<file path="src/rtl/des_block_controller_if.sv">
// Signal bundle between the CPU-side register block, the des_block array and the batch controller.
interface des_block_controller_if #(
    parameter int NUM_BLOCKS = 4,
    parameter int COUNT_W    = 48,
    parameter int SUM_W      = 64
);
    logic                          go;
    logic                          abort;
    logic [15:0]                   region_base;
    logic [15:0]                   num_batches;
    logic [NUM_BLOCKS-1:0]         block_done;
    logic [NUM_BLOCKS*COUNT_W-1:0] block_counter;
    logic                          block_restart;
    logic                          block_start;
    logic [NUM_BLOCKS*16-1:0]      block_region;
    logic [SUM_W-1:0]              total_count;
    logic [15:0]                   batches_done;
    logic                          busy;
    logic                          result_valid;

    // Environment side: CPU registers plus the des_block array.
    modport master (
        output go, abort, region_base, num_batches, block_done, block_counter,
        input  block_restart, block_start, block_region, total_count, batches_done, busy, result_valid
    );

    // Controller side.
    modport slave (
        input  go, abort, region_base, num_batches, block_done, block_counter,
        output block_restart, block_start, block_region, total_count, batches_done, busy, result_valid
    );
endinterface

</file>
<file path="src/rtl/des_block_controller.sv">
// Batch controller: restarts/starts NUM_BLOCKS des_blocks per batch, waits for all done flags,
// serially sums their counters and advances the region window until the requested batch count.
module des_block_controller #(
    parameter int NUM_BLOCKS = 4,
    parameter int COUNT_W    = 48,
    parameter int SUM_W      = 64
) (
    input  logic                  clk,
    input  logic                  rst_n,
    des_block_controller_if.slave bus
);
    localparam int IDX_W = (NUM_BLOCKS > 1) ? $clog2(NUM_BLOCKS) : 1;

    typedef enum logic [2:0] {
        ST_IDLE    = 3'd0,
        ST_RESTART = 3'd1,
        ST_START   = 3'd2,
        ST_WAIT    = 3'd3,
        ST_ACCUM   = 3'd4,
        ST_NEXT    = 3'd5,
        ST_DONE    = 3'd6
    } state_t;

    state_t                   state_r, state_nx_s;
    logic [15:0]              base_r, base_nx_s;
    logic [15:0]              batches_r, batches_nx_s;
    logic [15:0]              batches_done_r, batches_done_nx_s;
    logic [IDX_W-1:0]         acc_idx_r, acc_idx_nx_s;
    logic [SUM_W-1:0]         total_r, total_nx_s;
    logic [NUM_BLOCKS*16-1:0] region_r, region_nx_s;
    logic                     restart_r, restart_nx_s;
    logic                     start_r, start_nx_s;
    logic                     busy_r, busy_nx_s;
    logic                     valid_r, valid_nx_s;
    logic                     go_ok_s;
    logic                     last_blk_s;
    logic                     last_batch_s;
    logic [COUNT_W-1:0]       sel_count_s;

    assign go_ok_s      = bus.go && ((state_r == ST_IDLE) || (state_r == ST_DONE));
    assign last_blk_s   = (acc_idx_r == IDX_W'(NUM_BLOCKS - 1));
    assign last_batch_s = ((batches_done_r + 16'd1) == batches_r);

    // AND-OR mux selecting the counter of the block currently being accumulated.
    always_comb begin
        sel_count_s = {COUNT_W{1'b0}};
        for (int i = 0; i < NUM_BLOCKS; i++) begin
            sel_count_s = sel_count_s |
                (bus.block_counter[i*COUNT_W +: COUNT_W] & {COUNT_W{acc_idx_r == IDX_W'(i)}});
        end
    end

    // State register.
    always_ff @(posedge clk) begin
        if (!rst_n) begin
            state_r <= ST_IDLE;
        end else begin
            state_r <= state_nx_s;
        end
    end

    // Next-state logic; abort outranks go, go outranks the normal sequence.
    always_comb begin
        state_nx_s = state_r;
        if (bus.abort) begin
            state_nx_s = ST_IDLE;
        end else if (go_ok_s) begin
            state_nx_s = (bus.num_batches == 16'd0) ? ST_DONE : ST_RESTART;
        end else begin
            case (state_r)
                ST_IDLE:    state_nx_s = ST_IDLE;
                ST_RESTART: state_nx_s = ST_START;
                ST_START:   state_nx_s = ST_WAIT;
                ST_WAIT:    state_nx_s = (&bus.block_done) ? ST_ACCUM : ST_WAIT;
                ST_ACCUM:   state_nx_s = last_blk_s ? ST_NEXT : ST_ACCUM;
                ST_NEXT:    state_nx_s = last_batch_s ? ST_DONE : ST_RESTART;
                ST_DONE:    state_nx_s = ST_DONE;
                default:    state_nx_s = ST_IDLE;
            endcase
        end
    end

    // Output/datapath next values; regions follow the next base so they are valid on RESTART entry.
    always_comb begin
        base_nx_s         = base_r;
        batches_nx_s      = batches_r;
        batches_done_nx_s = batches_done_r;
        acc_idx_nx_s      = acc_idx_r;
        total_nx_s        = total_r;
        if (bus.abort) begin
            base_nx_s = base_r;
        end else if (go_ok_s) begin
            base_nx_s         = bus.region_base;
            batches_nx_s      = bus.num_batches;
            batches_done_nx_s = 16'd0;
            acc_idx_nx_s      = {IDX_W{1'b0}};
            total_nx_s        = {SUM_W{1'b0}};
        end else if (state_r == ST_WAIT) begin
            acc_idx_nx_s = {IDX_W{1'b0}};
        end else if (state_r == ST_ACCUM) begin
            acc_idx_nx_s = acc_idx_r + IDX_W'(1);
            total_nx_s   = total_r + SUM_W'(sel_count_s);
        end else if (state_r == ST_NEXT) begin
            batches_done_nx_s = batches_done_r + 16'd1;
            base_nx_s         = base_r + 16'(NUM_BLOCKS);
        end else begin
            acc_idx_nx_s = acc_idx_r;
        end

        region_nx_s = {(NUM_BLOCKS*16){1'b0}};
        for (int i = 0; i < NUM_BLOCKS; i++) begin
            region_nx_s[i*16 +: 16] = base_nx_s + 16'(i);
        end

        restart_nx_s = (state_nx_s == ST_RESTART) || bus.abort;
        start_nx_s   = (state_nx_s == ST_START);
        busy_nx_s    = (state_nx_s != ST_IDLE) && (state_nx_s != ST_DONE);
        valid_nx_s   = (state_nx_s == ST_DONE);
    end

    // Datapath and output registers.
    always_ff @(posedge clk) begin
        if (!rst_n) begin
            base_r         <= 16'd0;
            batches_r      <= 16'd0;
            batches_done_r <= 16'd0;
            acc_idx_r      <= {IDX_W{1'b0}};
            total_r        <= {SUM_W{1'b0}};
            region_r       <= {(NUM_BLOCKS*16){1'b0}};
            restart_r      <= 1'b0;
            start_r        <= 1'b0;
            busy_r         <= 1'b0;
            valid_r        <= 1'b0;
        end else begin
            base_r         <= base_nx_s;
            batches_r      <= batches_nx_s;
            batches_done_r <= batches_done_nx_s;
            acc_idx_r      <= acc_idx_nx_s;
            total_r        <= total_nx_s;
            region_r       <= region_nx_s;
            restart_r      <= restart_nx_s;
            start_r        <= start_nx_s;
            busy_r         <= busy_nx_s;
            valid_r        <= valid_nx_s;
        end
    end

    assign bus.block_restart = restart_r;
    assign bus.block_start   = start_r;
    assign bus.block_region  = region_r;
    assign bus.total_count   = total_r;
    assign bus.batches_done  = batches_done_r;
    assign bus.busy          = busy_r;
    assign bus.result_valid  = valid_r;
endmodule

</file>
<file path="src/flat_wrapper.sv">
// flat-port wrapper written by rule: the top's interface ports become plain ports
module des_block_controller_flat 
#(
    parameter int NUM_BLOCKS = 4,
    parameter int COUNT_W    = 48,
    parameter int SUM_W      = 64
)
  (clk, rst_n, bus_go, bus_abort, bus_region_base, bus_num_batches, bus_block_done, bus_block_counter, bus_block_restart, bus_block_start, bus_block_region, bus_total_count, bus_batches_done, bus_busy, bus_result_valid);
  des_block_controller_if #(.NUM_BLOCKS(NUM_BLOCKS), .COUNT_W(COUNT_W), .SUM_W(SUM_W)) bus_i ();
  input  logic clk;
  input  logic rst_n;
  input wire logic [$bits(bus_i.go)-1:0] bus_go;
  input wire logic [$bits(bus_i.abort)-1:0] bus_abort;
  input wire logic [$bits(bus_i.region_base)-1:0] bus_region_base;
  input wire logic [$bits(bus_i.num_batches)-1:0] bus_num_batches;
  input wire logic [$bits(bus_i.block_done)-1:0] bus_block_done;
  input wire logic [$bits(bus_i.block_counter)-1:0] bus_block_counter;
  output wire logic [$bits(bus_i.block_restart)-1:0] bus_block_restart;
  output wire logic [$bits(bus_i.block_start)-1:0] bus_block_start;
  output wire logic [$bits(bus_i.block_region)-1:0] bus_block_region;
  output wire logic [$bits(bus_i.total_count)-1:0] bus_total_count;
  output wire logic [$bits(bus_i.batches_done)-1:0] bus_batches_done;
  output wire logic [$bits(bus_i.busy)-1:0] bus_busy;
  output wire logic [$bits(bus_i.result_valid)-1:0] bus_result_valid;
  assign bus_i.go = bus_go;
  assign bus_i.abort = bus_abort;
  assign bus_i.region_base = bus_region_base;
  assign bus_i.num_batches = bus_num_batches;
  assign bus_i.block_done = bus_block_done;
  assign bus_i.block_counter = bus_block_counter;
  assign bus_block_restart = bus_i.block_restart;
  assign bus_block_start = bus_i.block_start;
  assign bus_block_region = bus_i.block_region;
  assign bus_total_count = bus_i.total_count;
  assign bus_batches_done = bus_i.batches_done;
  assign bus_busy = bus_i.busy;
  assign bus_result_valid = bus_i.result_valid;
  des_block_controller #(.NUM_BLOCKS(NUM_BLOCKS), .COUNT_W(COUNT_W), .SUM_W(SUM_W)) u_core (.clk(clk), .rst_n(rst_n), .bus(bus_i));
endmodule
</file>
<file path="config.mk">
export PLATFORM = sky130hd
export DESIGN_NAME = des_block_controller_flat
export DESIGN_NICKNAME = d
export VERILOG_FILES = /design/src/rtl/des_block_controller_if.sv /design/src/rtl/des_block_controller.sv /design/src/flat_wrapper.sv
export SDC_FILE = /design/constraint.sdc
export NUM_CORES = 1
export LEC_CHECK = 0
export CORE_ASPECT_RATIO = 0.8
export CORE_UTILIZATION = 50
export CTS_BUF_LIST = sky130_fd_sc_hd__clkbuf_4
export DETAILED_ROUTE_END_ITERATION = 6
export PLACE_DENSITY_LB_ADDON = 0.1
export RECOVER_POWER = 50
export REMOVE_ABC_BUFFERS = 1
export SYNTH_ARGS = -nofsm -noshare
export SYNTH_HDL_FRONTEND = slang
export SYNTH_SLANG_ARGS = --single-unit
</file>
<file path="constraint.sdc">
create_clock -name clk -period 8.82 [get_ports clk]
set_clock_uncertainty 0.15 [all_clocks]
set_input_delay 1.323 -clock clk [delete_from_list [all_inputs] [get_ports clk]]
set_output_delay 1.323 -clock clk [all_outputs]
set_load 0.02 [all_outputs]
</file>
# After elaboration in Yosys (flattened, before gate mapping)
# Cells that the tools add are included.
dict set report op_classes {
  n_eq_ne 16
  bitwise 8
  n_mux 22
  add_sub_neg 7
  n_reduce_logical 16
}
# op count
set ops {}
lappend ops {{48-bit AND} 4}
lappend ops {{64-bit two-way mux} 3}
lappend ops {{16-bit two-way mux} 9}
lappend ops {{48-bit bitwise OR} 3}
lappend ops {{64-bit by 48-bit adder with 64-bit output} 1}
lappend ops {{16-bit by 1-bit adder with 16-bit output, second input constant} 2}
lappend ops {{16-bit by 2-bit adder with 16-bit output, second input constant} 2}
lappend ops {{3-bit one-hot mux with 6 select lines} 1}
lappend ops {{16-bit by 3-bit adder with 16-bit output, second input constant} 1}
lappend ops {{16-bit equality test} 1}
lappend ops {{16-bit logical NOT} 1}
lappend ops {{3-bit two-way mux} 5}
lappend ops {{3-bit equality test, second input constant} 4}
lappend ops {{3-bit by 2-bit equality test with 1-bit output, second input constant} 3}
lappend ops {{4-bit AND reduction} 2}
lappend ops {{3-bit by 1-bit equality test with 1-bit output, second input constant} 2}
lappend ops {{2-bit two-way mux} 3}
lappend ops {{3-bit nonzero test} 2}
lappend ops {{2-bit equality test, second input constant} 2}
lappend ops {{2-bit by 1-bit inequality test with 1-bit output, second input constant} 2}
lappend ops {{2-bit AND reduction} 2}
lappend ops {{2-bit nonzero test} 2}
lappend ops {{3-bit logical NOT} 1}
lappend ops {{3-bit inequality test, second input constant} 1}
lappend ops {{8 further kinds} 10}
dict set report word_totals {
  inputBits 232
  out_inout_bits 148
  register_bits 185
  elab_cells 80
}

# Logic depth before layout (Yosys ltp)
# Gate-level depths: netlist of run 1.
dict set report logic_depth {
  word_depth 9
  depth_mapped 20
  mapped_depth_nobuf 16
}

# Worst setup path after synthesis of run 1
# No wires, ideal clock.
dict set report synth_timing {
  path_kind {input to register}
  from {input port bus_block_counter[96]}
  to {register u_core.total_r[44] (netlist: u_core.bus.total_count[44])}
  path_stages 14
  t_required_ns 8.553
  path_buffers 0
  arrival_ns 4.323
  setup_ns 0.117
  setup_slack_ns 4.230
  cell_sequence {a22oi_1 -> nand2_1 -> ha_1 -> fa_1 -> a21o_1 -> a221oi_1 -> o211a_1 -> o21ai_0 -> a21oi_1 -> a21oi_1 -> a211o_1 -> a311oi_1 -> xnor2_1 -> a22o_1}
}
dict set report synth_between {
  elab_chain_cells 7
}
# item line
set synth_lines {}
lappend synth_lines {{from (decl)} flat_wrapper.sv:17} ;# input wire logic [$bits(bus_i.block_counter)-1:0] bus_block_counter;
lappend synth_lines {{48-bit AND} des_block_controller.sv:49} ;# (bus.block_counter[i*COUNT_W +: COUNT_W] & {COUNT_W{acc_idx_r == IDX_W'(i)}});
lappend synth_lines {{48-bit bitwise OR (2 in series)} des_block_controller.sv:48} ;# sel_count_s = sel_count_s |
lappend synth_lines {{64-bit by 48-bit adder with 64-bit output} des_block_controller.sv:102} ;# total_nx_s = total_r + SUM_W'(sel_count_s);
lappend synth_lines {{64-bit two-way mux} des_block_controller.sv:100} ;# end else if (state_r == ST_ACCUM) begin
lappend synth_lines {{64-bit two-way mux} des_block_controller.sv:98} ;# end else if (state_r == ST_WAIT) begin
lappend synth_lines {{64-bit two-way mux} des_block_controller.sv:92} ;# end else if (go_ok_s) begin
lappend synth_lines {{to (signal assigned)} des_block_controller.sv:128} ;# total_r <= {SUM_W{1'b0}};
lappend synth_lines {{to (signal assigned)} des_block_controller.sv:139} ;# total_r <= total_nx_s;
lappend synth_lines {{to (decl)} des_block_controller.sv:29} ;# logic [SUM_W-1:0] total_r, total_nx_s;
# Every way passes these cells. The select of a mux whose other input is x is not followed.
# A chain may end at the register's enable or synchronous reset.

# Worst setup path in the final report of run 1
dict set report layout_timing {
  from {input port bus_abort}
  to {register u_core.region_r[29] (netlist: u_core.bus.block_region[29])}
}
dict set report layout_between {
  elab_chain_cells 2
}
# item line
set layout_lines {}
lappend layout_lines {{from (decl)} flat_wrapper.sv:13} ;# input wire logic [$bits(bus_i.abort)-1:0] bus_abort;
lappend layout_lines {{16-bit two-way mux} des_block_controller.sv:90} ;# if (bus.abort) begin
lappend layout_lines {{via u_core.base_nx_s[2]} des_block_controller.sv:25} ;# logic [15:0] base_r, base_nx_s;
lappend layout_lines {{16-bit by 1-bit adder with 16-bit output} des_block_controller.sv:112} ;# region_nx_s[i*16 +: 16] = base_nx_s + 16'(i);
lappend layout_lines {{to (signal assigned)} des_block_controller.sv:129} ;# region_r <= {(NUM_BLOCKS*16){1'b0}};
lappend layout_lines {{to (signal assigned)} des_block_controller.sv:140} ;# region_r <= region_nx_s;
lappend layout_lines {{to (decl)} des_block_controller.sv:30} ;# logic [NUM_BLOCKS*16-1:0] region_r, region_nx_s;
# The timed path passes the listed nets, and every way through them passes these cells.

==> results of run 1 <==
[logic make-up (layout without fill, tap and decap cells)]
| group | Yosys count | after routing |
|---|---|---|
| AO/OA/AOI/OAI | 440 | 440 |
| XOR/XNOR | 101 | 101 |
| adder cells (fa/ha/maj) | 60 | 60 |
| buffers and inverters | 104 | 446 |
| flip-flops | 167 | 167 |
| multiplexers | 9 | 9 |
| other | 0 | 1 |
| AND/OR/NAND/NOR | 515 | 515 |
[power breakdown]
part           internal [W]  switching [W]  total, W
logic              0.000217       0.000230  0.000447
registers          0.000786      0.0000190  0.000805
clock network      0.000158       0.000327  0.000485
total               0.00116       0.000576   0.00174
[metal layers]
metal	global-route usage [%]	routed length (um)	vias to the layer above
met1	41.1	15500	5492
li1	-	-	5767
met4	10.6	887	0
met5	0	0	-
met3	6.85	3140	48
met2	50.0	16000	517
[registers in the layout (all words and copies together) (netlist names)]
register                  flops
u_core.bus.total_count       64
u_core.bus.block_region      47
u_core.batches_r             16
u_core.bus.batches_done      16
u_core.base_r                15
u_core.state_r                3
u_core.acc_idx_r              2
u_core.bus.block_restart      1
u_core.bus.block_start        1
u_core.bus.busy               1
u_core.bus.result_valid       1
[critical path: stages]
cell and delay (ns):
dlygate4sd3_1 0.54, clkbuf_1 0.96, inv_1 0.53, a21oi_2 0.57
ha_1 0.33, o2111ai_1 0.25, nor3_1 0.31, and2_1 0.25
nor2b_1 0.31, nand3_1 0.14, xnor2_1 0.18, nor2_1 0.05
[worst max path at each step]
stage,end,slack (ns),cells past startpoint
floorplan,u_core.bus.total_count[21],3.75,3
global placement,u_core.bus.block_region[29],3.20,14
detailed placement,u_core.bus.block_region[29],3.06,14
CTS,u_core.bus.block_region[29],3.66,14
global route,u_core.bus.block_region[29],3.05,12
finish,u_core.bus.block_region[29],3.37,12
[stage by stage]
stage,area (um2),std cells,hold slack (ns)
after floorplan,10600,1314,0.298
after global placement,14800,1975,0.301
after detailed placement,14800,1975,0.311
after CTS,15100,2007,0.331
after global routing,15100,2008,0.352
final,15100,2008,0.330
[cells in the final DEF (no fill, tap or decap), drive strengths merged, types with 6 or more instances in the layout]
| cell | n |
|---|---|
| o21a | 7 |
| nand4 | 18 |
| dfxtp | 167 |
| a21oi | 116 |
| o31ai | 8 |
| nand2 | 178 |
| or3 | 16 |
| nor2 | 126 |
| xor2 | 49 |
| mux2i | 8 |
| and3 | 21 |
| a22o | 21 |
| a31oi | 12 |
| buf | 10 |
| clkdlybuf4s50 | 237 |
| ha | 58 |
| inv | 29 |
| dlygate4sd3 | 142 |
| o22ai | 9 |
| or2 | 10 |
| nor4 | 9 |
| nand3 | 52 |
| clkinv | 6 |
| o2111ai | 6 |
| o211ai | 8 |
| o21ai | 58 |
| a22oi | 108 |
| nor3 | 22 |
| xnor2 | 52 |
| and2 | 16 |
| a21o | 42 |
| or4 | 6 |
| clkbuf | 20 |
| nand2b | 9 |
| a211oi | 6 |
| nor2b | 10 |
[layout make-up]
cell class                 instances  area, um2
multi-input combinational       1125       7150
fill                            1774       5890
inverter                          22       83.8
sequential                       167       3340
tap                              269        337
clock inverter                    15        179
clock buffer                      17        128
antenna                            1       2.50
timing repair buffer             392       3880
==> results.md, run 1 <==
* Dpl hpwl at around 27000 um
* CP Class: in2reg
* First-pass GRT wire length at 56400 um
* Xor and xnor fraction of the mapped netlist area at around 8%
* Reg2reg start: u_core.acc_idx_r[0]
* R2R setup slack at between 3 and 4 ns
* DRC Markers at 0
* Tcrit/Tclk final at about three fifths
* Vias in the first global route at 11100
* Count of different cell masters after synthesis at just over 80
* Largest net degree at the start of global routing at 80
* Least-Margin Pin Slew at 1.99 ns
* Gate Count Post-Synth at 1396
* Status: finished with violations
* Total power at between 0.0015 and 0.002 W
* Post-synth top area share at a little under a third
* Chip height at roughly 130 um
* Total routed wirelength at about 36000 um
* Setup TNS at 0 ns
* Core Util, Final at slightly above 70%
* Setup Slack @ Placement at ~3.1 ns
* Startpoint of the most critical hold path: u_core.batches_r[0]
* Clk sink count at 167
* Ports at 380
* Die width at ~170 um
* Synthesized flop and latch total at approximately 170
* Final Setup Violations at 0
* Worst hold endpoint: u_core.batches_r[0]
* Reg2Reg Capture Point: u_core.bus.total_count[44]
* Slew HR at -33.0%
* # port buffers at between 300 and 400
* Fin. Hold Viols at 0
* CTS buffer count at 17
* Drt wl/cell at 17.7 um
* Post-cts resize count at 0
* Maximum vdd drop at between 0.08 and 0.09 mV
* Antenna violations before repair at 1
* Tmin final at around 5.4 ns
* Drt initial violations at between 800 and 900
* RSZ-0062 raised after global routing: no
* Seq/Total Area, Yosys at a little under a third
* Site Rows at 47
* Ys flop type: dfxtp_1
* Worst setup margin at between 3 and 4 ns
* Post-synthesis mux area share at 0.838%
* CTS tree: yes
* Worst-path clk slew at roughly 0.17 ns
* Synth async-reset ratio at 0%
* Via density at ~5.9
* H-Tree Depth at 4
* Most frequent cell after synthesis: nand2_1
* Largest family of logic cells by synthesized area: compound AO/OA/AOI/OAI gates
* Post-synthesis area per instance at around 7.8 um2
* Synth Area in Compound Gates at between 20% and 30%
* Fmax at 184 MHz
* EDFF count, synth at 0
* Pwr Density at between 100 and 150 nW/um2
* Worst Setup SP: bus_abort
* Simple-Gate Fraction of Synth Area at 22.5%
* Worst path required time at 9.14 ns
* Worst reg-to-reg path cell count at 17
* Routability cong. at slightly above 0.9
* Final Max Tran Viols at 38
* Hold depth at 2
* Layout area overhead at 38.6%
* Core Region at 21000 um2
* Leak pwr at roughly 6.4 nW
* Commonest cells post-synth: 177 x nand2_1, 167 x dfxtp_1, 126 x nor2_1, 115 x a21oi_1, 108 x a22oi_1
* Hold Crit Class: reg2reg
* Drt pass-1 iters at 6
* Post-route ant nets at 0
* Global-route congestion overflow total at 0
* Maxcap violations at 1
* DIE AREA at 22400 um2
* Worst setup SP type: primary input
* CP Max Fanout at 28
* Yosys top cell by area: dfxtp_1
* Adder-cell share of the synthesized area at 6.94%
* Crit path capture type: flop
* Failing checks: max-capacitance violations, max-slew violations
* Post-CTS Setup Inserts at 0
* Via Count at approximately 12000
* Initial core utilization at 51.9%
* Fraction of layout instances using a drive strength above 1 at under 10%
* GRT Total Usage at about 31%
* Clock Path Buffers at 2
* Ranking of synthesized cells by area: dfxtp_1 31%, a22oi_1 7.4%, ha_1 6.7%, nand2_1 6.1%, a21oi_1 5.3%
* Syn Std Cell Area at ~11000 um2
* Post-CTS Hold Buffers at 0
* Clock tree root driver cell: clkbuf_4
* Final net count at between 2000 and 2500
* Worst-skew pair later-pin latency at between 0.5 and 0.6 ns
* Synthesis Warnings at 0
* Worst path arrival time at approximately 5.8 ns
Note: power is estimated with default switching activity, not from simulation.
==> run 2: changes to the inputs <==
- CORE_UTILIZATION: 50 -> 43
- clock period: 8.82 -> 4.9 ns (I/O delays scaled with it)
==> run 2 against run 1 <==
  * The flow finishes with violations (design-rule violations, max-capacitance violations, max-slew violations)
  * Highest routed layer unchanged
  * Via count fell by 0.69%
  * Critical path depth increased by 3
  * Total power grew 86%
  * Largest power group unchanged
  * Global-route usage fell by 3.4 points
  * Largest cell class unchanged
  * Wire length is 4.1% higher
  * First-iteration DRC count down 11%
  * Final cell count rose by 3.1%
  * Register-to-register slack got worse by 3.6 ns
  * Hold slack about the same
  * Sequential share of layout area is 0.29 points lower
==> results.md, run 2 (synthesis results as in run 1) <==
* Fraction of layout instances using a drive strength above 1 at 4.74% (was 4.20%)
* Chip height at 144 um (was 134 um)
* Vias in the first global route at 10800 (was 11100)
* Fmax at roughly 220 MHz
* Worst path required time at 5.28 ns (was 9.14 ns)
* Most frequent cells in the layout: 251 x clkdlybuf4s50_1, 177 x nand2_1, 167 x dfxtp_1 (was 237 x clkdlybuf4s50_1, 177 x nand2_1, 167 x dfxtp_1)
* Dpl cells at 2037 (was 1975)
* DIE AREA at 26000 um2 (was 22400 um2)
* Drt wl/cell at 17.9 um (was 17.7 um)
* Worst path arrival time at 4.98 ns (was 5.76 ns)
* Initial core utilization at 44.2% (was 51.9%)
* Final Setup Violations at 0 (unchanged)
* Maxcap violations at 2 (was 1)
* Via density at 5.67 (was 5.89)
* GRT Total Usage at 27.6% (was 31.0%)
* DRC Markers at 26 (was 0)
* Crit path capture type: flop (unchanged)
* # port buffers at 379 (unchanged)
* Sequential power share at 44.9% (was 46.4%)
* Dpl hpwl at 27700 um (was 26500 um)
* Post-route ant nets at 0 (unchanged)
* RSZ-0062 raised after global routing: no (unchanged)
* Slew HR at -33.4% (was -33.0%)
* Tcrit/Tclk final at approximately 94%
* Logic pwr share at 25.3% (was 25.7%)
* Reg2reg start: u_core.acc_idx_r[1] (was u_core.acc_idx_r[0])
* Routability cong. at 0.921 (was 0.913)
* Final net count at 2029 (was 2016)
* Setup TNS at 0 ns (unchanged)
* Clock tree root driver cell: clkbuf_4 (unchanged)
* Reg2Reg Capture Point: u_core.bus.total_count[63] (was u_core.bus.total_count[44])
* Pwr Density at 211 nW/um2 (was 115 nW/um2)
* Switch share at 30.8% (was 33.1%)
* Layout area overhead at 40.5% (was 38.6%)
* Clk sink count at 167 (unchanged)
* Antenna violations before repair at 1 (unchanged)
* Final Max Tran Viols at 74 (was 38)
* P_int at 0.00224 W (was 0.00116 W)
* Die width at 180 um (was 167 um)
* Power share of the clock group at 29.8% (was 27.9%)
* Maximum vdd drop at 0.174 mV (was 0.0826 mV)
* Worst-skew pair later-pin latency at 0.61 ns (was 0.59 ns)
* Via Count at 11700 (was 11800)
* Startpoint of the most critical hold path: u_core.batches_r[15] (was u_core.batches_r[0])
* Tmin final at roughly 4.6 ns
* CP Max Fanout at 20 (was 28)
* CP Class: reg2reg (was in2reg)
* Core Region at 24600 um2 (was 21000 um2)
* Total routed wirelength at 37000 um (was 35500 um)
* Hold depth at 2 (unchanged)
* Failing checks: design-rule violations, max-capacitance violations, max-slew violations (was max-capacitance violations, max-slew violations)
* Hold Crit Class: reg2reg (unchanged)
* Site Rows at 51 (was 47)
* Post-CTS Setup Inserts at 0 (unchanged)
* Worst setup SP type: flop (was primary input)
* CTS buffer count at 17 (unchanged)
* Non-filler instance count after layout at 2070 (was 2008)
* Least-Margin Pin Slew at 2.00 ns (was 1.99 ns)
* Ports at 380 (unchanged)
* Drt initial violations at 791 (was 888)
* Max reg flops at 64 (unchanged)
* CTS tree: yes (unchanged)
* Worst reg-to-reg path cell count at 15 (was 17)
* Drt pass-1 iters at 7 (was 6)
* H-Tree Depth at 4 (unchanged)
* Clock Path Buffers at 2 (unchanged)
* Worst hold endpoint: u_core.batches_r[15] (was u_core.batches_r[0])
* First-pass GRT wire length at 57500 um (was 56400 um)
* Status: finished with violations (unchanged)
* Largest net degree at the start of global routing at 45 (was 80)
* Global-route congestion overflow total at 0 (unchanged)
* Most common cell after layout, fill and taps aside: clkdlybuf4s50_1 (unchanged)
* Total power at 0.00323 W (was 0.00174 W)
* Switch Pwr at 0.000994 W (was 0.000576 W)
* Leak pwr at 6.43 nW (was 6.41 nW)
* Worst-path clk slew at 0.15 ns (was 0.17 ns)
* R2R setup slack at 0.30 ns (was 3.93 ns)
* Fin. Hold Viols at 0 (unchanged)
==> run 2: cell types whose count changed in the layout (fill, tap and decap cells not counted), moves of 3 or more <==
cell,change
clkbuf_1,+3
clkdlybuf4s50_1,+14
dlygate4sd3_1,-14
buf_4,+10
bufinv_16,+3
inv_8,-5
==> run 2: area by class of cell <==
class | count | area (um2)
Antenna cell | 1 | 2.50
Inverter | 22 | 83.8
Sequential cell | 167 | 3340
Clock inverter | 13 | 196
Timing Repair Buffer | 405 | 3970
Multi-Input combinational cell | 1125 | 7170
Tap cell | 318 | 398
Fill cell | 2252 | 9330
Clock buffer | 19 | 143
==> run 2: metrics by stage <==
step,hold slack [ns],instance area [um2],setup WS [ns],utilization [%]
6_report,0.330,15300,0.300,62.1
5_1_grt,0.345,15300,0.00181,62.1
4_1_cts,0.332,15300,0.299,62.1
3_5_place_dp,0.312,15000,0.136,60.8
3_3_place_gp,0.307,15000,0.148,60.8
2_1_floorplan,0.298,10600,0.415,-
==> run 2: critical path, stage by stage, from the launching register on <==
cell       delay, ns
dfxtp_1         0.45
inv_1           0.12
ha_2            0.35
a22oi_1         0.22
nand2_1         0.09
ha_1            0.38
nand2_2         0.08
or3_1           0.37
a21o_1          0.20
a311oi_2        0.46
o2111ai_2       0.23
a211oi_2        0.29
o2111ai_1       0.19
and3b_1         0.36
or4_1           0.52
o21ai_1         0.09
==> run 2: how the worst max path moves through the flow <==
stage | startpoint | end | slack, ns | depth (start not counted)
finish | u_core.acc_idx_r[1] | u_core.bus.total_count[63] | 0.30 | 15
global route | u_core.acc_idx_r[1] | u_core.bus.total_count[61] | 0.002 | 15
CTS | u_core.acc_idx_r[0] | u_core.bus.total_count[49] | 0.30 | 16
detailed placement | bus_block_counter[96] | u_core.bus.total_count[44] | 0.14 | 15
global placement | bus_block_counter[96] | u_core.bus.total_count[44] | 0.15 | 15
floorplan | rst_n | u_core.bus.total_count[21] | 0.41 | 3
==> run 2: repair_timing <==
item                                    in CTS  in global routing
hold endpoints to repair                     0                  0
hold buffers                                 0                  0
endpoints found under the setup margin       0                  6
resized for setup                            0                  2
==> run 2: power groups by stage <==
stage	Combinational (W)	Sequential, W	Clock, W
2_1_floorplan	0.000352	0.00154	0
3_3_place_gp	0.000817	0.00148	0
3_5_place_dp	0.000825	0.00148	0
4_1_cts	0.000831	0.00145	0.000979
5_1_grt	0.000881	0.00146	0.00105
6_report	0.000816	0.00145	0.000963
==> run 2: per-layer routing <==
metal / part of all wire, % / up-vias / GRT usage, %
li1: - / 5784 / -
met1: 45 / 5484 / 36.6
met2: 46 / 438 / 44.7
met3: 7.9 / 36 / 7.25
met4: 1.2 / 0 / 6.58
met5: 0 / - / 0
==> run 3: changes to the inputs <==
--- a/config.mk
+++ b/config.mk
@@ -11,2 +11,3 @@
 export DETAILED_ROUTE_END_ITERATION = 6
+export GPL_TIMING_DRIVEN = 0
 export PLACE_DENSITY_LB_ADDON = 0.1
@@ -14,2 +15,3 @@
 export REMOVE_ABC_BUFFERS = 1
+export SKIP_LAST_GASP = 1
 export SYNTH_ARGS = -nofsm -noshare
==> constraint.sdc (replaced) <==
create_clock -name clk -period 4.9 [get_ports clk]
set_clock_uncertainty 0.15 [all_clocks]
set_input_delay 0.98 -clock clk [delete_from_list [all_inputs] [get_ports clk]]
set_output_delay 0.98 -clock clk [all_outputs]
set_load 0.02 [all_outputs]
==> run 3 against run 2 <==
  * The run ends with design-rule violations left
  * Final cell count fell by 0.68%
  * Flip-flop and latch count did not move
  * Critical path depth rose by 2
  * Non-clock buffer count fell by 15
  * Clock power fell by 11%
  * Wire length fell by 2.3%
  * Global-route usage fell by 0.90 points
  * Core utilization fell by 0.14 points
  * Fmax barely moved
  * Total power fell by 3.7%
  * Highest routed layer unchanged
==> results.md, run 3 (synthesis results as in run 1) <==
* Status: finished with violations (unchanged)
* Failing checks: design-rule violations (was design-rule violations, max-capacitance violations, max-slew violations)
* Most common cell after layout, fill and taps aside: clkdlybuf4s50_1 (unchanged)
* Reg2reg start: u_core.acc_idx_r[0] (was u_core.acc_idx_r[1])
* Drt initial violations at 786 (was 791)
* Fin. Hold Viols at 0 (unchanged)
* GRT Total Usage at 26.7% (was 27.6%)
* Total routed wirelength at 36100 um (was 37000 um)
* Least-Margin Pin Slew at 1.14 ns (was 2.00 ns)
* DRC Markers at 24 (was 26)
* Reg2Reg Capture Point: u_core.bus.total_count[44] (was u_core.bus.total_count[63])
* Final Max Tran Viols at 0 (was 74)
* Tmin final at 4.60 ns (about the same)
* First-pass GRT wire length at 55900 um (was 57500 um)
* R2R setup slack at 0.30 ns (about the same)
* Worst path slowest cell: fa_1 (was or4_1)
* Crit path capture type: flop (unchanged)
* Drt wl/cell at 17.6 um (was 17.9 um)
* Leak pwr at 6.48 nW (was 6.43 nW)
* Post-route ant nets at 0 (unchanged)
* Vias in the first global route at 10600 (was 10800)
* Most frequent cells in the layout: 229 x clkdlybuf4s50_1, 176 x nand2_1, 167 x dfxtp_1 (was 251 x clkdlybuf4s50_1, 177 x nand2_1, 167 x dfxtp_1)
* Drt pass-1 iters at 7 (unchanged)
* Hold Crit Class: reg2reg (unchanged)
* Final net count at 2015 (was 2029)
* Tcrit/Tclk final at 93.8% (was 93.9%)
* Clock Path Buffers at 2 (unchanged)
* Critical path's largest stage delay at 0.42 ns (was 0.52 ns)
* Worst-skew pair later-pin latency at 0.59 ns (was 0.61 ns)
* Routability cong. at 0.879 (was 0.921)
* Layout area overhead at 40.2% (was 40.5%)
* Max reg flops at 64 (unchanged)
* Worst reg-to-reg path cell count at 17 (was 15)
* Via Count at 11700 (about the same)
* Initial core utilization at 44.2% (unchanged)
* Core Util, Final at 62.0% (was 62.1%)
* Site Rows at 51 (unchanged)
* Pwr Density at 204 nW/um2 (was 211 nW/um2)
* Total power at 0.00311 W (was 0.00323 W)
* RSZ-0062 raised after global routing: yes (was no)
* CP Cell Sequence: inv_1 -> ha_2 -> buf_12 -> a22oi_1 -> nand2_1 -> ha_1 -> fa_1 -> a21o_1 -> a221oi_2 -> o211a_1 -> o21ai_0 -> a21oi_2 -> a21oi_1 -> a211o_1 -> a311oi_1 -> xnor2_1 -> a22o_1 (was inv_1 -> ha_2 -> a22oi_1 -> nand2_1 -> ha_1 -> nand2_2 -> or3_1 -> a21o_1 -> a311oi_2 -> o2111ai_2 -> a211oi_2 -> o2111ai_1 -> and3b_1 -> or4_1 -> o21ai_1)
* H-Tree Depth at 4 (unchanged)
* CTS tree: yes (unchanged)
* Filler instances at 2223 (was 2252)
* Worst path arrival time at 4.95 ns (was 4.98 ns)
* Global-route congestion overflow total at 0 (unchanged)
* Worst Setup SP: u_core.acc_idx_r[0] (was u_core.acc_idx_r[1])
* Slew HR at 23.9% (was -33.4%)
* Worst path required time at 5.26 ns (was 5.28 ns)
* Final Setup Violations at 0 (unchanged)
* CTS buffer count at 17 (unchanged)
* DIE AREA at 26000 um2 (unchanged)
* Clock tree root driver cell: clkbuf_4 (unchanged)
* Clk sink count at 167 (unchanged)
* # port buffers at 379 (unchanged)
* Maximum vdd drop at 0.144 mV (was 0.174 mV)
* Crit path to: u_core.bus.total_count[44] (was u_core.bus.total_count[63])
* Via density at 5.67 (about the same)
* CP Max Fanout at 47 (was 20)
* Maxcap violations at 0 (was 2)
* Chip height at 144 um (unchanged)
* Post-CTS Hold Buffers at 0 (unchanged)
* Ports at 380 (unchanged)
* CP Class: reg2reg (unchanged)
* Largest net degree at the start of global routing at 119 (was 45)
* Worst-path clk slew at 0.17 ns (was 0.15 ns)
* Worst setup SP type: flop (unchanged)
* Dpl hpwl at 26900 um (was 27700 um)
* Antenna violations before repair at 1 (unchanged)
* Die width at 180 um (unchanged)
* Fmax at 218 MHz (was 217 MHz)
* Core Region at 24600 um2 (unchanged)
* Fraction of layout instances using a drive strength above 1 at 4.49% (was 4.74%)
run 3: changes by cell type in the layout (fill, tap and decap cells not counted), moves of 4 or more:
cell | before | now
buf_4 | 20 | 3
clkdlybuf4s50_1 | 251 | 229
buf_12 | 0 | 4
clkbuf_1 | 6 | 1
dlygate4sd3_1 | 128 | 149
bufinv_16 | 4 | 0
clkinv_8 | 0 | 6
run 3: what timing repair did:
| item | in CTS | in global routing |
|---|---|---|
| endpoints found under the setup margin | 3 | 21 |
| cloned | 0 | 1 |
| setup buffers | 0 | 2 |
| pin swaps | 0 | 3 |
| gates resized for setup | 1 | 6 |
run 3: cell type report:
type                            count  area, um2  share of cell area [%]
Antenna cell                        1       2.50                  0.0164
Clock buffer                       17        128                   0.836
Clock inverter                     15        180                    1.18
Inverter                           22       87.6                   0.573
Multi-Input combinational cell   1126       7190                    47.1
Sequential cell                   167       3340                    21.9
Tap cell                          318        398                    2.61
Timing Repair Buffer              390       3940                    25.8
run 3: through the flow:
step / hold slack [ns] / TNS (ns) / instances / area (um2) / setup slack [ns]
2_1_floorplan: 0.298 / 0 / 1314 / 10600 / 0.170
4_1_cts: 0.334 / 0 / 2052 / 15200 / 0.0400
3_3_place_gp: 0.303 / -241.45 / 2011 / 14700 / -3.94
5_1_grt: 0.353 / -0.00992 / 2056 / 15300 / -0.00992
6_report: 0.327 / 0 / 2056 / 15300 / 0.304
3_5_place_dp: 0.308 / -9.72 / 2020 / 14900 / -0.686
run 3: critical path, delay by kind of cell, from the launching register on:
family	cells	cell delay (ns)
fa+ha+maj	3	0.88
simple gates	1	0.08
buf+inv	2	0.31
xor+xnor	1	0.09
compound gates	10	2.61
flops	1	0.40
run 3: how the worst min path moves through the flow:
| stage | to | cells after the start | slack (ns) | start |
|---|---|---|---|---|
| after global routing | u_core.bus.total_count[43] | 2 | 0.35 | u_core.bus.total_count[43] |
| after global placement | u_core.bus.total_count[63] | 2 | 0.30 | u_core.bus.total_count[63] |
| after floorplan | u_core.batches_r[10] | 2 | 0.30 | u_core.batches_r[10] |
| final | u_core.bus.total_count[63] | 2 | 0.33 | u_core.bus.total_count[63] |
| after detailed placement | u_core.bus.total_count[63] | 2 | 0.31 | u_core.bus.total_count[63] |
| after CTS | u_core.bus.total_count[63] | 2 | 0.33 | u_core.bus.total_count[63] |
run 3: metal layers:
metal  wire length (um)  global-route usage, %  vias to the layer above
met2              16300                   43.2                      410
li1                   -                      -                     5771
met5                  0                      0                        -
met4                444                   5.94                        0
met3               2810                   6.40                       31
met1              16600                   36.0                     5443
run 3: power by group:
part / switching [W] / internal [W] / total (W)
Combinational: 0.000413 / 0.000394 / 0.000807
Clock: 0.000613 / 0.000242 / 0.000855
Sequential: 0.0000339 / 0.00142 / 0.00145
Total: 0.00106 / 0.00205 / 0.00311
